### src/rtl/packet_sink.sv
// packet_sink: ejection-port sink that frames flits per virtual channel into
// packet descriptors and queues them in a first-word-fall-through FIFO.
// Optional feature: define PACKET_SINK_DEST_CHECK_EN to flag packets whose
// head destination (bits[3:0]*DIM + bits[7:4]) differs from ID (err 2).
module packet_sink #(
  parameter int ID         = 0,
  parameter int N          = 9,
  parameter int VC         = 4,
  parameter int DESC_DEPTH = 4
) (
  input  logic        clk,
  input  logic        rst,
  input  logic [31:0] data_out,
  input  logic        valid_out,
  output logic        ready_out,
  input  logic [1:0]  vc_sel,
  output logic        desc_valid,
  input  logic        desc_ready,
  output logic [7:0]  desc_src,
  output logic [11:0] desc_msg,
  output logic [1:0]  desc_vc,
  output logic [7:0]  desc_len,
  output logic [1:0]  desc_err,
  output logic [15:0] pkt_count
);

  function automatic int isqrt(input int n);
    int r;
    r = 0;
    while ((r + 1) * (r + 1) <= n) r++;
    return r;
  endfunction

  localparam int DIM = isqrt(N);
  localparam int AW  = (DESC_DEPTH > 1) ? $clog2(DESC_DEPTH) : 1;
  localparam int VW  = (VC > 1) ? $clog2(VC) : 1;
  localparam logic [AW:0] FULL_COUNT = DESC_DEPTH[AW:0];

  typedef enum logic {S_IDLE, S_ACTIVE} vc_state_e;
  typedef enum logic [1:0] {FT_RSVD = 2'b00, FT_HEAD = 2'b01, FT_BODY = 2'b10, FT_TAIL = 2'b11} flit_e;
  typedef enum logic [1:0] {ERR_OK = 2'd0, ERR_FRAME = 2'd1, ERR_DEST = 2'd2, ERR_OVF = 2'd3} err_e;

  typedef struct packed {
    logic [7:0]  src;
    logic [11:0] msg;
    logic [1:0]  vc;
    logic [7:0]  len;
    err_e        err;
  } desc_t;

  // Per-VC framing state
  vc_state_e   state_q [VC];
  vc_state_e   state_d [VC];
  logic [7:0]  src_q   [VC];
  logic [7:0]  src_d   [VC];
  logic [11:0] msg_q   [VC];
  logic [11:0] msg_d   [VC];
  logic [7:0]  len_q   [VC];
  logic [7:0]  len_d   [VC];
  logic        ovf_q   [VC];
  logic        ovf_d   [VC];
`ifdef PACKET_SINK_DEST_CHECK_EN
  logic        dst_q   [VC];
  logic        dst_d   [VC];
`endif

  // Descriptor FIFO
  desc_t          mem_q [DESC_DEPTH];
  logic [AW-1:0]  wr_ptr_q;
  logic [AW-1:0]  rd_ptr_q;
  logic [AW:0]    count_q;
  logic [15:0]    pkt_count_q;

  flit_e          flit_type;
  logic [VW-1:0]  vi;
  logic           vc_ok;
  logic           flit_acc;
  logic           push;
  logic           pop;
  desc_t          push_desc;
  desc_t          frame_desc;
  desc_t          head_desc;
  err_e           tail_err;
  logic [7:0]     tail_len;
  logic           dest_mismatch;
  logic           unused_bits;

  assign flit_type     = flit_e'(data_out[31:30]);
  assign vi            = vc_sel[VW-1:0];
  assign vc_ok         = int'(vc_sel) < VC;
  assign ready_out     = (count_q != FULL_COUNT);
  assign flit_acc      = valid_out & ready_out;
  assign desc_valid    = (count_q != '0);
  assign pop           = desc_valid & desc_ready;
  assign dest_mismatch = (int'(data_out[3:0]) * DIM + int'(data_out[7:4])) != ID;

  // A stray flit is reported as a one-flit framing error carrying its own fields
  assign frame_desc = '{src: data_out[15:8], msg: data_out[27:16], vc: vc_sel,
                        len: 8'd1, err: ERR_FRAME};

`ifdef PACKET_SINK_DEST_CHECK_EN
  assign unused_bits = ^data_out[29:28];
`else
  assign unused_bits = ^{data_out[29:28], dest_mismatch};
`endif

  // Next-state of the selected VC's framer and the descriptor to push
  always_comb begin
    // NOTE: every signal written here gets a default first so no latch is inferred.
    state_d   = state_q;
    src_d     = src_q;
    msg_d     = msg_q;
    len_d     = len_q;
    ovf_d     = ovf_q;
`ifdef PACKET_SINK_DEST_CHECK_EN
    dst_d     = dst_q;
`endif
    push      = 1'b0;
    push_desc = frame_desc;
    tail_len  = (len_q[vi] == 8'hFF) ? 8'hFF : len_q[vi] + 8'd1;
    // Error priority: framing (handled by the caller paths) > overflow > destination
    tail_err  = ERR_OK;
    if (ovf_q[vi] || (len_q[vi] == 8'hFF)) begin
      tail_err = ERR_OVF;
    end
`ifdef PACKET_SINK_DEST_CHECK_EN
    else if (dst_q[vi]) begin
      tail_err = ERR_DEST;
    end
`endif

    if (flit_acc && vc_ok) begin
      case (flit_type)
        FT_HEAD: begin
          if (state_q[vi] == S_ACTIVE) begin
            push      = 1'b1;
            push_desc = '{src: src_q[vi], msg: msg_q[vi], vc: vc_sel,
                          len: len_q[vi], err: ERR_FRAME};
          end
          state_d[vi] = S_ACTIVE;
          src_d[vi]   = data_out[15:8];
          msg_d[vi]   = data_out[27:16];
          len_d[vi]   = 8'd1;
          ovf_d[vi]   = 1'b0;
`ifdef PACKET_SINK_DEST_CHECK_EN
          dst_d[vi]   = dest_mismatch;
`endif
        end
        FT_BODY: begin
          if (state_q[vi] == S_ACTIVE) begin
            if (len_q[vi] == 8'hFF) ovf_d[vi] = 1'b1;
            else                    len_d[vi] = len_q[vi] + 8'd1;
          end else begin
            push        = 1'b1;
            state_d[vi] = S_IDLE;
          end
        end
        FT_TAIL: begin
          push        = 1'b1;
          state_d[vi] = S_IDLE;
          if (state_q[vi] == S_ACTIVE) begin
            push_desc = '{src: src_q[vi], msg: msg_q[vi], vc: vc_sel,
                          len: tail_len, err: tail_err};
          end
        end
        default: begin
          push        = 1'b1;
          state_d[vi] = S_IDLE;
        end
      endcase
    end
  end

  // Per-VC framer registers
  always_ff @(posedge clk or negedge rst) begin
    if (!rst) begin
      for (int v = 0; v < VC; v++) begin
        state_q[v] <= S_IDLE;
        src_q[v]   <= '0;
        msg_q[v]   <= '0;
        len_q[v]   <= '0;
        ovf_q[v]   <= 1'b0;
`ifdef PACKET_SINK_DEST_CHECK_EN
        dst_q[v]   <= 1'b0;
`endif
      end
    end else begin
      // NOTE: state registers use non-blocking assignments so all flops update together.
      state_q <= state_d;
      src_q   <= src_d;
      msg_q   <= msg_d;
      len_q   <= len_d;
      ovf_q   <= ovf_d;
`ifdef PACKET_SINK_DEST_CHECK_EN
      dst_q   <= dst_d;
`endif
    end
  end

  // Descriptor FIFO storage, pointers, occupancy and the pushed-packet counter
  always_ff @(posedge clk or negedge rst) begin
    if (!rst) begin
      // NOTE: storage is reset because the fall-through desc fields must read zero in reset.
      for (int i = 0; i < DESC_DEPTH; i++) mem_q[i] <= '0;
      wr_ptr_q    <= '0;
      rd_ptr_q    <= '0;
      count_q     <= '0;
      pkt_count_q <= '0;
    end else begin
      if (push) begin
        mem_q[wr_ptr_q] <= push_desc;
        wr_ptr_q        <= wr_ptr_q + 1'b1;
        pkt_count_q     <= pkt_count_q + 16'd1;
      end
      if (pop) rd_ptr_q <= rd_ptr_q + 1'b1;
      case ({push, pop})
        2'b10:   count_q <= count_q + 1'b1;
        2'b01:   count_q <= count_q - 1'b1;
        default: count_q <= count_q;
      endcase
    end
  end

  assign head_desc = mem_q[rd_ptr_q];
  assign desc_src  = head_desc.src;
  assign desc_msg  = head_desc.msg;
  assign desc_vc   = head_desc.vc;
  assign desc_len  = head_desc.len;
  assign desc_err  = head_desc.err;
  assign pkt_count = pkt_count_q;

endmodule

### config.mk
export PLATFORM = sky130hd
export DESIGN_NAME = packet_sink
export DESIGN_NICKNAME = d
export VERILOG_FILES = /design/src/rtl/packet_sink.sv
export SDC_FILE = /design/constraint.sdc
export NUM_CORES = 1
export LEC_CHECK = 0
export BUFFER_PORTS_ARGS = -buffer_cell sky130_fd_sc_hd__buf_2
export CAP_MARGIN = 20
export CORE_AREA = 5 5 151 297
export DETAILED_ROUTE_END_ITERATION = 10
export DIE_AREA = 0 0 156 302
export PLACE_DENSITY = 0.49
export SETUP_SLACK_MARGIN = 0.3
export SLEW_MARGIN = 40
export SYNTH_ARGS = -nofsm -noshare
export SYNTH_HDL_FRONTEND = slang
export SYNTH_SLANG_ARGS = --single-unit
### constraint.sdc
create_clock -name clk -period 2.4 [get_ports clk]
set_input_delay 0.12 -clock clk [delete_from_list [all_inputs] [get_ports clk]]
set_output_delay 0.12 -clock clk [all_outputs]
set_load 0.1 [all_outputs]
## After elaboration in Yosys (flattened, before gate mapping)

Index checks and enable logic that the tools add are counted.

- Bits in registers: 271
- Input port bits: 38
- Output and inout port bits: 50
- Logic and storage cells: 138

- Add/sub/neg operators: 6
- Order comparisons: 5
- Equal/unequal tests: 11
- Mux-type cells: 49
- Bitwise logic cells: 13
- Reductions and logical operators: 10

Operators by type and width:

| cell | number |
|---|---|
| two-way mux 32 bit | 8 |
| bitwise mux 128 bit | 1 |
| one-hot mux 32 bit (2 select lines) | 2 |
| binary-select mux 32 bit (select 2 bit) | 1 |
| bitwise mux 32 bit | 2 |
| demux 32 bit (select 2 bit) | 1 |
| bitwise mux 48 bit | 1 |
| two-way mux 8 bit | 6 |
| two-way mux 12 bit | 3 |
| binary-select mux 8 bit (select 2 bit) | 2 |
| AND 28 bit | 1 |
| NOT 28 bit | 1 |
| binary-select mux 12 bit (select 2 bit) | 1 |
| demux 12 bit (select 2 bit) | 1 |
| adder 16 x 1 -> 16 bit (second input constant) | 1 |
| demux 8 bit (select 2 bit) | 1 |
| one-hot mux 4 bit (2 select lines) | 2 |
| two-way mux 4 bit | 3 |
| OR 4 bit | 3 |
| >= comparator 3 bit (second input constant) | 3 |
| NOT 2 -> 3 bit | 3 |
| adder 8 x 1 -> 8 bit (second input constant) | 1 |
| AND 4 bit | 2 |
| == test 8 bit (second input constant) | 1 |
| other kinds (22) | 43 |

## Depth between registers and ports, before layout

- Depth after elaboration: 11
- Mapped depth: 12
- Mapped depth without buffers: 11

## Worst setup path before layout

No wires, ideal clock.

- Path type: register -> register
- Start point: register count_q[2]
- End point: register count_q[2]
- Setup time: 0.125 ns
- Data arrival time: 2.981 ns
- Required time: 2.275 ns
- Slack: -0.707 ns
- Cell stages (with the launch flop): 12
- Buffers on the path: 1
- Period minus slack after synthesis: 3.107 ns
- Path through: dfrtp_1 > or3b_2 > clkbuf_1 > nand2_1 > a21oi_1 > clkinv_1 > ha_1 > inv_1 > fa_1 > xor2_1 > nor2_1 > xor2_1

- Longest elaborated chain between the ends: 5
- Elaborated cells on any way between the ends: 11
- Classes of those cells: add/sub (2); eq/ne (3); mux (2); bitwise (2); reduce/logical (2)

RTL lines:

| element | line | RTL |
|---|---|---|
| start, declared | 71 | `logic [AW:0] count_q;` |
| start signal, assigned | 217 | `2'b10: count_q <= count_q + 1'b1;` |
| start signal, assigned | 218 | `2'b01: count_q <= count_q - 1'b1;` |
| start signal, assigned | 219 | `default: count_q <= count_q;` |
| != test 3 bit (*) | 91 | `assign ready_out = (count_q != FULL_COUNT);` |
| net ready_out | 15 | `output logic ready_out,` |
| AND 1 bit (*) | 92 | `assign flit_acc = valid_out & ready_out;` |
| two-way mux 1 bit (*) | 132 | `if (flit_acc && vc_ok) begin` |
| == test 2 x 1 -> 1 bit / == test 2 bit (equally long branches) | 216 | `case ({push, pop})` |
| one-hot mux 3 bit (2 select lines) / nonzero test 2 bit (equally long branches) | -- |  |

Mark *: on every way through the listed nets, which the timed path passes. The rest lies on a longest branch.
A chain may end at the register's enable or synchronous reset.

==> flow_summary.ini <==
[yosys]
synth_nets = 1045
synth_warnings = 0
synth_edf_count = 0
synth_cell_types = 54
ys.flop_type = dfrtp_1
synthArstFlopShare = 1.00
yosysSeqAreaShare = 0.542
syn-cell-area_um2 = 12500
ys_ff_latch = 271
postSynthAreaPerCell_um2 = 12.6
netlist_instances = 996

[clock_network]
clock_latency_ns = 0.55
clk_pin_slew_ns = 0.07
numCtsBuffers = 27
clock_sinks = 271
clock-root-buffer = clkbuf_16
h-tree-depth = 1
cts_max_path_buffers = 3
cts_tree = built

[sta]
worstMarginPinSlew_ns = 0.533
skew_ns = 0.0158
worst_slack_ns = 0.0600
setup_viol = 0
fin_crit_sh = 0.975
hold_ws_ns = 0.0220
period_needed_ns = 2.34
rsz0062_at_grt = yes
max_freq_ghz = 0.427
hold_violations = 0
drv_slew = 0
max_slew_margin = 0.645

[grt]
met1_usage = 0.154
top_usage_layer = met2
grt-ovfl-total = 0
grt_pass1_wl_um = 51500
grt_use_total = 0.140
antenna_found_initial = 1
grt_start_max_net_pins = 69
grt_use_met3 = 0.0173
grtUsageMet2 = 0.271
grt_pass1_vias = 8927

[final_layout]
syn2layout_area_growth_pct = 31.3
fin_nets = 1212
drive_gt1_frac = 0.389
antenna_cells = 0
n_fill_cell = 4070

[power_and_ir_drop]
power_mw = 21.2
p_leak_nw = 7.25
ir_drop_mv = 0.700
p_per_area_nw_per_um2 = 1290

[worst_setup_path]
crit_path_end_kind = flip-flop
critPathTopFamily = multiplexers
crit_fanout = 9
crit_type = reg2reg
r2r_slack_ns = 0.06
slowest_delay_ns = 0.55
cp_cell_sequence = mux4_2 -> buf_4 -> mux2_4 -> o211ai_4 -> buf_6 -> mux2_2
r2r_cells = 6
r2r_end = mem_q[42]$_DFFE_PN0P_
cp_num_buf_inv = 2
crit_slowest_cell = mux4_2
cp.depth = 6
worstPathRequired_ns = 2.83
cp.arrival_ns = 2.77
crit_end = mem_q[42]$_DFFE_PN0P_
cp-start-kind = flip-flop

[detailed_routing]
wire_per_inst_um = 19.1
finalWirelength_um = 33100
dr.pass1.iters = 5
ant_nets = 0
drtIter0Drc = 300
vias = 8272
drc = 0
via_per_inst = 4.79

[placed_design]
dp_hpwl_um = 23500
place_ws_ns = -0.149
gp_congestion = 0.820
io_buffers = 77

[run]
cap_violations = 0

[floorplanning]
die-height_um = 302
die_w_um = 156
coreArea_um2 = 42400
die_area_um2 = 47100
pin_count = 88
initial_core_util = 0.295
num_rows = 107

[min_path]
min_path_type = in2reg

[status]
outcome = completed
==> cell usage after synthesis (9+ instances only) <==
cell type  count  area, um^2
mux4_2        62        1400
o21ai_1        9        45.0
buf_2         24         120
nand2_1      141         529
nor3_1        11        55.1
ha_1          10         125
clkbuf_1      31         116
xor2_1        11        96.3
mux2_2       116        1310
o21ai_0      117         586
mux2i_1       28         280
dfrtp_1      271        6780
nor2_1        25        93.8
xnor2_1       13         114
nand3_1       21         105
inv_1         16        60.1
==> worst reg2reg max path, cell delays in order (launching register included) <==
cell	delay, ns
dfrtp_1	0.37
mux4_2	0.55
buf_4	0.21
mux2_4	0.36
o211ai_4	0.24
buf_6	0.17
mux2_2	0.33
==> state kept, by name (all words and copies together) (netlist names), named ones only <==
| signal | count |
|---|---|
| len_q | 32 |
| wr_ptr_q | 2 |
| msg_q | 48 |
| src_q | 32 |
| pkt_count | 16 |
| mem_q | 128 |
| rd_ptr_q | 2 |
| count_q | 3 |
==> what timing repair did <==
item                                    4_1_cts  5_1_grt
cloned                                        1        4
hold endpoints to repair                    206        0
endpoints found under the setup margin      194      203
pin swaps                                     6       11
setup buffers                                 6        5
gates resized for setup                      16       38
hold buffers                                 21        0
==> metal layers <==
layer / share of wire / up-vias / wire, um
met5: 0.00033 / - / 11
li1: - / 3904 / -
met1: 0.37 / 4196 / 12100
met3: 0.028 / 50 / 915
met2: 0.58 / 120 / 19100
met4: 0.029 / 2 / 959
==> metrics by stage <==
| step | TNS [ns] | instances | util | instance area [um^2] |
|---|---|---|---|---|
| 3_3_place_gp | -0.428 | 1642 | 0.349 | 14800 |
| 6_report | 0 | 1728 | 0.387 | 16400 |
| 5_1_grt | 0 | 1728 | 0.387 | 16400 |
| 3_5_place_dp | -0.426 | 1642 | 0.349 | 14800 |
| 2_1_floorplan | 0 | 996 | - | 12700 |
| 4_1_cts | 0 | 1719 | 0.380 | 16100 |
==> layout by cell type, fill, tap and decap left out, types with 4 or more instances in the layout <==
master         netlist  final
buf_2               24     44
a22o_1               4      4
o21ai_0            117    116
buf_12               0     53
a21oi_1              8      7
o21ai_1              9      9
buf_6                2      8
a21oi_4              0      4
nor3_4               0      5
mux2i_1             28     24
buf_4                1     66
ha_1                10      8
o211ai_4             0      4
bufinv_16            0      4
xnor2_1             13     13
dfrtp_1            271    265
inv_1               16     15
nand2_1            141    136
dlygate4sd3_1        0     21
clkinv_2             0      7
mux4_2              62     62
clkinv_4             0      5
nand4_1              8      8
mux2_2             116    116
xor2_1              11     11
clkbuf_16            0     31
and3_1               5      4
dfrtp_2              0      6
nand3_1             21     18
nor2_1              25     24
==> worst min-delay path by stage <==
stage,start,to,slack (ns),cells after the start
finish,desc_ready,rd_ptr_q[0]$_DFFE_PN0P_,0.02,3
global route,desc_ready,rd_ptr_q[0]$_DFFE_PN0P_,0.07,3
CTS,desc_ready,rd_ptr_q[0]$_DFFE_PN0P_,0.008,3
detailed placement,rst,pkt_count[10]$_DFFE_PN0P_,0.1,1
global placement,rst,pkt_count[10]$_DFFE_PN0P_,0.09,1
floorplan,rst,async pin,-0.18,0
==> logic make-up after synthesis <==
| kind of cell | after synthesis | synth area share |
|---|---|---|
| buffers and inverters | 82 | 0.0285 |
| AO/OA/AOI/OAI | 165 | 0.0765 |
| AND/OR/NAND/NOR | 232 | 0.0810 |
| XOR/XNOR | 24 | 0.0168 |
| multiplexers | 211 | 0.243 |
| adder cells (fa/ha/maj) | 11 | 0.0116 |
| flip-flops | 271 | 0.542 |
==> power by group <==
| group | total [mW] | internal, mW | switching [mW] | leakage, nW |
|---|---|---|---|---|
| clock | 4.45 | 2.60 | 1.85 | 0.459 |
| combinational | 9.92 | 4.16 | 5.76 | 3.35 |
| sequential | 6.85 | 6.04 | 0.804 | 3.44 |
| total | 21.2 | 12.8 | 8.42 | 7.25 |
==> final cells by class <==
| class | instances | area, um^2 | share of cell area |
|---|---|---|---|
| multi-input cells | 643 | 5650 | 0.344 |
| flip-flops and latches | 271 | 6790 | 0.413 |
| inverters | 18 | 68.8 | 0.00419 |
| repair buffers | 202 | 2300 | 0.140 |
| well taps | 545 | 682 | 0.0415 |
| clock inverters | 16 | 201 | 0.0123 |
| clock buffers | 33 | 728 | 0.0443 |
(Power assumes the default switching activity.)
